--- config.mk ---
export PLATFORM = sky130hd
export DESIGN_NAME = logic_gate_pipe
export DESIGN_NICKNAME = d
export VERILOG_FILES = /design/src/rtl/logic_gate_pkg.sv /design/src/rtl/logic_gate_stage.sv /design/src/rtl/logic_gate_pipe.sv
export SDC_FILE = /design/constraint.sdc
export NUM_CORES = 1
export LEC_CHECK = 0
export ABC_AREA = 1
export CAP_MARGIN = 20
export CORE_MARGIN = 5
export CORE_UTILIZATION = 50
export CTS_BUF_LIST = sky130_fd_sc_hd__clkbuf_8
export DETAILED_ROUTE_END_ITERATION = 10
export PLACE_DENSITY = 0.8
export SLEW_MARGIN = 20
export SYNTH_ARGS = -nofsm -noshare
export SYNTH_HDL_FRONTEND = slang
export SYNTH_HIERARCHICAL = 1
export SYNTH_SLANG_ARGS = --single-unit
--- constraint.sdc ---
create_clock -name clk -period 6.6 [get_ports clk]
set_input_delay 1.32 -clock clk [delete_from_list [all_inputs] [get_ports clk]]
set_output_delay 1.32 -clock clk [all_outputs]
set_load 0.005 [all_outputs]
--- src/rtl/logic_gate_pkg.sv ---
// Shared op encodings and bitwise helpers for the pipelined gate library.
// Helpers work on a fixed-width word; callers zero-extend and pass a width mask.
package logic_gate_pkg;

  localparam int unsigned OP_W  = 3;
  localparam int unsigned MAX_W = 64;

  typedef enum logic [OP_W-1:0] {
    OP_AND  = 3'd0,
    OP_OR   = 3'd1,
    OP_XOR  = 3'd2,
    OP_NAND = 3'd3,
    OP_NOR  = 3'd4,
    OP_XNOR = 3'd5,
    OP_PASS = 3'd6,
    OP_NOT  = 3'd7
  } op_e;

  typedef logic [MAX_W-1:0] word_t;

  function automatic word_t width_mask(input int unsigned w);
    word_t m;
    for (int unsigned i = 0; i < MAX_W; i++) begin
      m[i] = (i < w);
    end
    return m;
  endfunction

  function automatic word_t apply_op(input op_e op, input word_t a, input word_t b);
    case (op)
      OP_AND:  return a & b;
      OP_OR:   return a | b;
      OP_XOR:  return a ^ b;
      OP_NAND: return ~(a & b);
      OP_NOR:  return ~(a | b);
      OP_XNOR: return ~(a ^ b);
      OP_PASS: return a;
      default: return ~a;
    endcase
  endfunction

  // Bits outside the mask are forced to the identity of each reduction.
  function automatic logic reduce_op(input op_e op, input word_t r, input word_t mask);
    case (op)
      OP_AND, OP_NAND: return &(r | ~mask);
      OP_OR, OP_NOR:   return |(r & mask);
      default:         return ^(r & mask);
    endcase
  endfunction

endpackage

--- src/rtl/logic_gate_stage.sv ---
// One {valid, data} pipeline register; accepts a new beat whenever it is
// empty or its content is leaving this cycle.
module logic_gate_stage #(
  parameter int unsigned DW = 6
) (
  input  logic          clk,
  input  logic          rst_n,
  input  logic          up_valid_i,
  input  logic [DW-1:0] up_data_i,
  input  logic          down_ready_i,
  output logic          ready_c_o,
  output logic          valid_o,
  output logic [DW-1:0] data_o
);

  logic          valid_q, valid_d;
  logic [DW-1:0] data_q, data_d;

  assign ready_c_o = !valid_q || down_ready_i;

  always_comb begin
    valid_d = valid_q;
    data_d  = data_q;
    if (ready_c_o) begin
      valid_d = up_valid_i;
      if (up_valid_i) begin
        data_d = up_data_i;
      end
    end
  end

  always_ff @(posedge clk or negedge rst_n) begin
    if (!rst_n) begin
      valid_q <= 1'b0;
      data_q  <= '0;
    end else begin
      valid_q <= valid_d;
      data_q  <= data_d;
    end
  end

  assign valid_o = valid_q;
  assign data_o  = data_q;

endmodule

--- src/rtl/logic_gate_pipe.sv ---
// Pipelined multi-function bitwise unit with valid/ready on both sides and an
// accumulator that chains each accepted result into the next operation.
module logic_gate_pipe
  import logic_gate_pkg::*;
#(
  parameter int unsigned WIDTH  = 5,
  parameter int unsigned STAGES = 2
) (
  input  logic             clk,
  input  logic             rst_n,
  input  logic             in_valid,
  output logic             in_ready,
  input  logic [2:0]       in_op,
  input  logic             in_acc,
  input  logic             in_clr,
  input  logic [WIDTH-1:0] a,
  input  logic [WIDTH-1:0] b,
  output logic             out_valid,
  input  logic             out_ready,
  output logic [WIDTH:0]   z,
  output logic [WIDTH-1:0] acc
);

  localparam int unsigned ZW = WIDTH + 1;

  logic [WIDTH-1:0] opb;
  word_t            res_full;
  logic [WIDTH-1:0] res;
  logic             red;
  logic             accept;
  logic [WIDTH-1:0] acc_q, acc_d;

  logic             stg_valid [STAGES];
  logic [ZW-1:0]    stg_data  [STAGES];
  logic             stg_ready [STAGES];

  // Seed (in_clr) overrides accumulate so a chain can restart from b.
  assign opb      = (in_acc && !in_clr) ? acc_q : b;
  assign res_full = apply_op(op_e'(in_op), MAX_W'(a), MAX_W'(opb));
  assign red      = reduce_op(op_e'(in_op), res_full, width_mask(WIDTH));
  assign res      = res_full[WIDTH-1:0];
  assign accept   = in_valid && in_ready;

  always_comb begin
    acc_d = acc_q;
    if (accept) begin
      acc_d = res;
    end
  end

  always_ff @(posedge clk or negedge rst_n) begin
    if (!rst_n) begin
      acc_q <= '0;
    end else begin
      acc_q <= acc_d;
    end
  end

  for (genvar k = 0; k < int'(STAGES); k++) begin : g_stage
    logic          up_v;
    logic [ZW-1:0] up_d;
    logic          dn_r;

    if (k == 0) begin : g_head
      assign up_v = in_valid;
      assign up_d = {red, res};
    end else begin : g_body
      assign up_v = stg_valid[k-1];
      assign up_d = stg_data[k-1];
    end

    if (k == int'(STAGES) - 1) begin : g_tail
      assign dn_r = out_ready;
    end else begin : g_link
      assign dn_r = stg_ready[k+1];
    end

    logic_gate_stage #(.DW(ZW)) u_stage (
      .clk          (clk),
      .rst_n        (rst_n),
      .up_valid_i   (up_v),
      .up_data_i    (up_d),
      .down_ready_i (dn_r),
      .ready_c_o    (stg_ready[k]),
      .valid_o      (stg_valid[k]),
      .data_o       (stg_data[k])
    );
  end

  assign in_ready  = stg_ready[0];
  assign out_valid = stg_valid[STAGES-1];
  assign z         = stg_data[STAGES-1];
  assign acc       = acc_q;

endmodule

# Yosys cells after proc, flatten, opt, wreduce, memory -nomap -nowiden
# Index checks and enable logic that the tools add are counted.
classes:
  eq_ne: 6
  mux: 3
  n_bitwise: 7
  reduce_logical: 15
op_table:
  columns: ["operator", "n"]
  rows:
  - ["XOR reduction 64 bit", 1]
  - ["one-hot mux 5 bit (7 select lines)", 1]
  - ["NOT 5 bit", 4]
  - ["== test 3 bit (second input constant)", 3]
  - ["== test 3 x 2 -> 1 bit (second input constant)", 2]
  - ["AND 5 bit", 1]
  - ["2-to-1 mux 5 bit", 1]
  - ["bitwise OR 5 bit", 1]
  - ["AND reduction 5 bit", 1]
  - ["OR reduction 5 bit", 1]
  - ["XOR 5 bit", 1]
  - ["AND reduction 2 bit", 2]
  - ["OR reduction 2 bit", 2]
  - ["== test 3 x 1 -> 1 bit (second input constant)", 1]
  - ["logical NOT 1 bit", 3]
  - ["logical NOT 3 bit", 1]
  - ["logical AND 1 bit", 2]
  - ["logical OR 1 bit", 2]
  - ["one-hot mux 1 bit (2 select lines)", 1]
word_totals:
  reg_bits: 19
  inputBits: 19

# Logic depth before layout (Yosys ltp)
depth:
  word_depth: 8
  ltp_mapped: 20
  depth_no_buf: 20

# Cells and area by module
# Netlist, hierarchy kept.
by_module_without_submodules:
  columns: ["mod", "instances", "cells_each", "area_per_inst_um2", "seq_area_each_um2"]
  rows:
  - ["logic_gate_pipe", 1, 176, 984.7, 125.1]
  - ["logic_gate_stage", 2, 29, 275.3, 175.2]

# Worst setup path before layout
# No wires, ideal clock.
synth_timing:
  path_type: "input to register"
  from: "input in_clr"
  to: "register g_stage[0].u_stage.data_q[5]"
  arrival_ps: 3290
  path_slack_ps: 3193
  stages: 19
  path_buffers: 0
  path_cell_list: "inv_1 -> nand2_1 -> o21ai_0 -> inv_1 -> ha_1 -> nand2_1 -> nand2_1 -> nand2_1 -> nor2_1 -> nand2_1 -> nand2_1 -> inv_1 -> ha_1 -> xnor2_1 -> nand3b_1 -> nand3_1 -> nand3_1 -> nand3_1 -> nand2_1"
synth_between:
  elab_chain_cells: 8
  elab_cells_between_ends: 14
  classes_between: "mux: 3; bitwise: 6; reduce/logical: 5"
synth_lines:
  columns: ["item", "line_no", "text"]
  rows:
  - ["start: declaration", "logic_gate_pipe.sv:15", "input logic in_clr,"]
  - ["logical NOT 1 bit *", "logic_gate_pipe.sv:38", "assign opb = (in_acc && !in_clr) ? acc_q : b;"]
  - ["logical AND 1 bit *", "logic_gate_pipe.sv:38", null]
  - ["2-to-1 mux 5 bit *", "logic_gate_pipe.sv:38", null]
  - ["XOR 5 bit (tied with other cells)", "logic_gate_pkg.sv:33, logic_gate_pkg.sv:36", null]
  - ["NOT 5 bit, on equally long branches", "logic_gate_pkg.sv:36, logic_gate_pkg.sv:34, logic_gate_pkg.sv:35", null]
  - ["one-hot mux 5 bit (7 select lines) *", "logic_gate_pkg.sv:30", "case (op)"]
  - ["XOR reduction 64 bit (tied with other cells)", "logic_gate_pkg.sv:47", "default: return ^(r & mask);"]
  - ["one-hot mux 1 bit (2 select lines) *", "logic_gate_pkg.sv:44", "case (op)"]
  - ["named net red", "logic_gate_pipe.sv:29", "logic red;"]
  - ["end signal: assignment", "logic_gate_stage.sv:38", "data_q <= data_d;"]
  - ["end: declaration", "logic_gate_stage.sv:17", "logic [DW-1:0] data_q, data_d;"]
# The timed path passes the listed nets; every way through them passes the cells marked *.
# A chain may end at the register's enable or synchronous reset.

# Worst setup path in the final report
layout_timing:
  from: "input out_ready"
  to: "output in_ready"
layout_between:
  elab_chain_cells: 2
layout_lines:
  columns: ["item", "line_no", "text"]
  rows:
  - ["start: declaration", "logic_gate_pipe.sv:19", "input logic out_ready,"]
  - ["logical OR 1 bit", "logic_gate_stage.sv:19", "assign ready_c_o = !valid_q || down_ready_i;"]
  - ["named net g_stage[0].dn_r", "logic_gate_pipe.sv:62", "logic dn_r;"]
  - ["logical OR 1 bit", "logic_gate_stage.sv:19", null]
  - ["end: declaration", "logic_gate_pipe.sv:12", "output logic in_ready,"]
# The timed path passes the listed nets, and every way through them passes these cells.

==> results list <==
* Number of nets at the end of the flow: 300
- Global routing used 18.5% of the available tracks.
- After synthesis, the mean cell area works out to 6.56 um2.
- The hold violation count in the final report came to 0.
- CORE AREA: 3000 um2
- Entering global routing, the biggest net connects 20 pins.
- The number of global-route vias before repair came to 1,388.
* Proportion of synthesized chip area in sequential cells: 31.0%
- Tracing the worst setup path back leads to its startpoint at out_ready.
* Count of buffers from port buffering: 31
- Count of placed standard cells including taps: 296
- Worst setup path category: in2out
- In the routed layout, each cell is associated on average with a via count of 5.21.
- Compared with the post-synthesis result, the final layout area differs by 25.0%.
* Number of cells traversed by the worst register-to-register path: 18
- Syn Inst Count: 234
- Ratio of cells with drive above 1 in the final layout: 5.24%
- In this run the remaining antenna-violating nets after routing total 0.
* Count of cells resized by post-cts repair: 0
- The clock net in this run drives a total of 19 sinks.
- Detailed placement HPWL: 2.89 mm
* Power, Total: 0.404 mW
- Setup violations remaining at the end of the flow were counted as 0.
- The number of max-slew violations in the final report is 0.
- Max-cap violations in this run came to 0.
- Setup repair after global routing missed its margin: false
- The congestion estimate from routability-driven global placement came to 0.861.
- CTS built an H-tree with a depth of 1.
* Top fanout value on the critical path: 10
- The worst path uses 62.0% of the clock period.
- The routed design has 3.68 mm of wire.
- Data required time of the critical path: 5.28 ns
* Die H: 65.4 um
- In this run, CTS created clock tree buffers numbering 3.
- 0 antenna diodes ended up in the layout.
- Arrival time worst endpoint: 2.78 ns
- After detailed routing, the met2 layer carries 1.66 mm of wire.
* Critical register-to-register path startpoint: acc[1]
- Row cnt: 20
- Latest clock arrival within the worst-skew pair: 0.26 ns
* Worst-path clk slew: 0.07 ns
* Total vias in the final route: 1,564
- The first global-routing pass estimated 6.21 mm of wire.
* TNS Setup: 0 ns
- The worst register-to-register path ends at g_stage[0].u_stage/data_o[5].
* Worst min-delay path class: reg2reg
- Measured against its own limit, the worst slew margin works out to 44.0%.
- DR DRC count: 0
- Clock tree root buffer cell: clkbuf_8
* Achievable frequency: 0.244 GHz
* Cell Area, Synth: 1540 um2
- Filler-free cell count of the finished design: 300
* Most common library cell in the layout ignoring fill and taps: nand2_1
- Setup crit start kind: input pin
- Counting flops and latches in the post-synthesis netlist gives 19.
- After detailed routing, the met3 layer carries 319 um of wire.
* Per-cell routed wire length: 12.3 um
* Detailed-routing iteration count for the pre-antenna-repair pass: 4
* Antenna violations before repair: 0
- VDD sags by at most 0.129 mV.
* Type of element capturing the critical path: primary output
* Run status: completed
- Wl on met1: 1.67 mm
* Setup slack of the worst register-to-register path: 3.97 ns
- Capturing instance or port of the critical path: in_ready
- For this design the ratio of total power to cell area is 211 nW/um2.
- Counting distinct cell types in the post-synthesis netlist gives 23.
* I/O pin cnt: 32
- The die covers 4280 um2.
- The analysis attributes to cell leakage a power of 1.07 nW.
* Fin util: 63.9%
* Hold-fix buffer count after cts: 0
- Counting every net in the synthesized netlist gives 266.
- In this run, the number of DRC markers left after iteration 0 of detailed routing was 98.
- Post-CTS setup buffer count: 0
* Effective utilization at floorplan: 51.1%
* DR top layer: met4
- Global route total overflow: 0
- The die is 65.4 um wide.
* Clock tree from TritonCTS: done
- Yosys warnings: 6
- Post-layout minimum cycle time: 4.10 ns
- In this run the deepest clock path goes through 2 buffers.
- At the pin with the least slew margin, the transition time is 0.838 ns.
* Max Clock Skew: 0.00369 ns
- Leaving out fill and tap cells, the most frequent cells in the layout are nand2_1 (76), inv_1 (40), clkdlybuf4s50_1 (31).
synth_stat cells:
| cell type | count | share of area (%) |
|---|---|---|
| buf_4 | 1 | 0.49 |
| nor2_4 | 1 | 0.73 |
| nor2_2 | 1 | 0.41 |
| inv_2 | 3 | 0.73 |
| nor2_1 | 16 | 3.9 |
| a211oi_1 | 1 | 0.49 |
| nor3_1 | 2 | 0.65 |
| xnor2_1 | 1 | 0.57 |
| nand4_1 | 10 | 4.1 |
| nand2_1 | 76 | 19 |
| nand2_4 | 2 | 1.5 |
| o21bai_1 | 1 | 0.49 |
| inv_1 | 39 | 9.5 |
| o22ai_1 | 1 | 0.41 |
| o211ai_1 | 1 | 0.49 |
| dfrtp_1 | 19 | 31 |
| o21ai_0 | 11 | 3.6 |
| ha_1 | 13 | 11 |
| nand2_2 | 3 | 1.2 |
| clkinv_2 | 1 | 0.33 |
| nand3b_1 | 1 | 0.49 |
| nand3_1 | 29 | 9.5 |
| buf_2 | 1 | 0.33 |
metrics by stage:
step                setup WS, ns  instance area [um2]  hold slack [ns]
floorplan                   3.19                 1540            0.443
global placement            2.43                 1870            0.453
detailed placement          2.34                 1870            0.458
CTS                         2.49                 1920            0.475
global route                2.29                 1920            0.490
finish                      2.50                 1920            0.470
cell type report:
class	count	area, um2
timing repair buffer	31	310
multi-input combinational	170	885
clock inverter	1	3.75
inverter	43	163
fill	281	1080
tap	33	41.3
clock buffer	3	41.3
sequential	19	475
metal layers:
metal	up-vias	track usage (%)
li1	812	-
met1	689	24.6
met2	59	28.6
met3	4	5.64
met4	0	5.96
met5	-	0
worst max-delay path: stages:
cell             delay (ns)
clkdlybuf4s50_1        0.45
inv_1                  0.04
nand2_2                0.16
inv_1                  0.07
nand2_2                0.18
clkdlybuf4s50_1        0.54
state kept, by name, summed over array words and instances, names as in the netlist:
signal                   cells
g_stage.u_stage/data_o      12
acc                          5
g_stage.u_stage/valid_o      2
report_power, final:
group          internal, mW  total [mW]  switching, mW  leakage (nW)
clock network        0.0414      0.0777         0.0364        0.0269
logic                0.0814       0.163         0.0818         0.807
registers             0.145       0.163         0.0183         0.236
logic make-up (layout without fill, tap and decap cells):
group	Yosys count	count (layout)	share of synthesized area [%]
AOI/OAI and AO/OA	15	15	5.46
buffers and inverters	45	78	11.4
adders and majority gates	13	13	10.6
xor gates and xnor gates	1	1	0.571
DFF	19	19	31.0
and+or+nand+nor	141	141	41.0
how the worst min path moves through the flow:
stage                                             from                            to  slack (ns)  depth (start not counted)
final                     g_stage[1].u_stage/data_o[4]  g_stage[1].u_stage/data_o[4]        0.47                          2
after global routing      g_stage[1].u_stage/data_o[0]  g_stage[1].u_stage/data_o[0]        0.49                          2
after CTS                 g_stage[1].u_stage/data_o[0]  g_stage[1].u_stage/data_o[0]        0.47                          2
after detailed placement  g_stage[1].u_stage/data_o[0]  g_stage[1].u_stage/data_o[0]        0.46                          2
after global placement    g_stage[1].u_stage/data_o[3]  g_stage[1].u_stage/data_o[3]        0.45                          2
after floorplan           g_stage[0].u_stage/data_o[2]  g_stage[0].u_stage/data_o[2]        0.44                          2
Note: power is estimated with default switching activity, not from simulation.
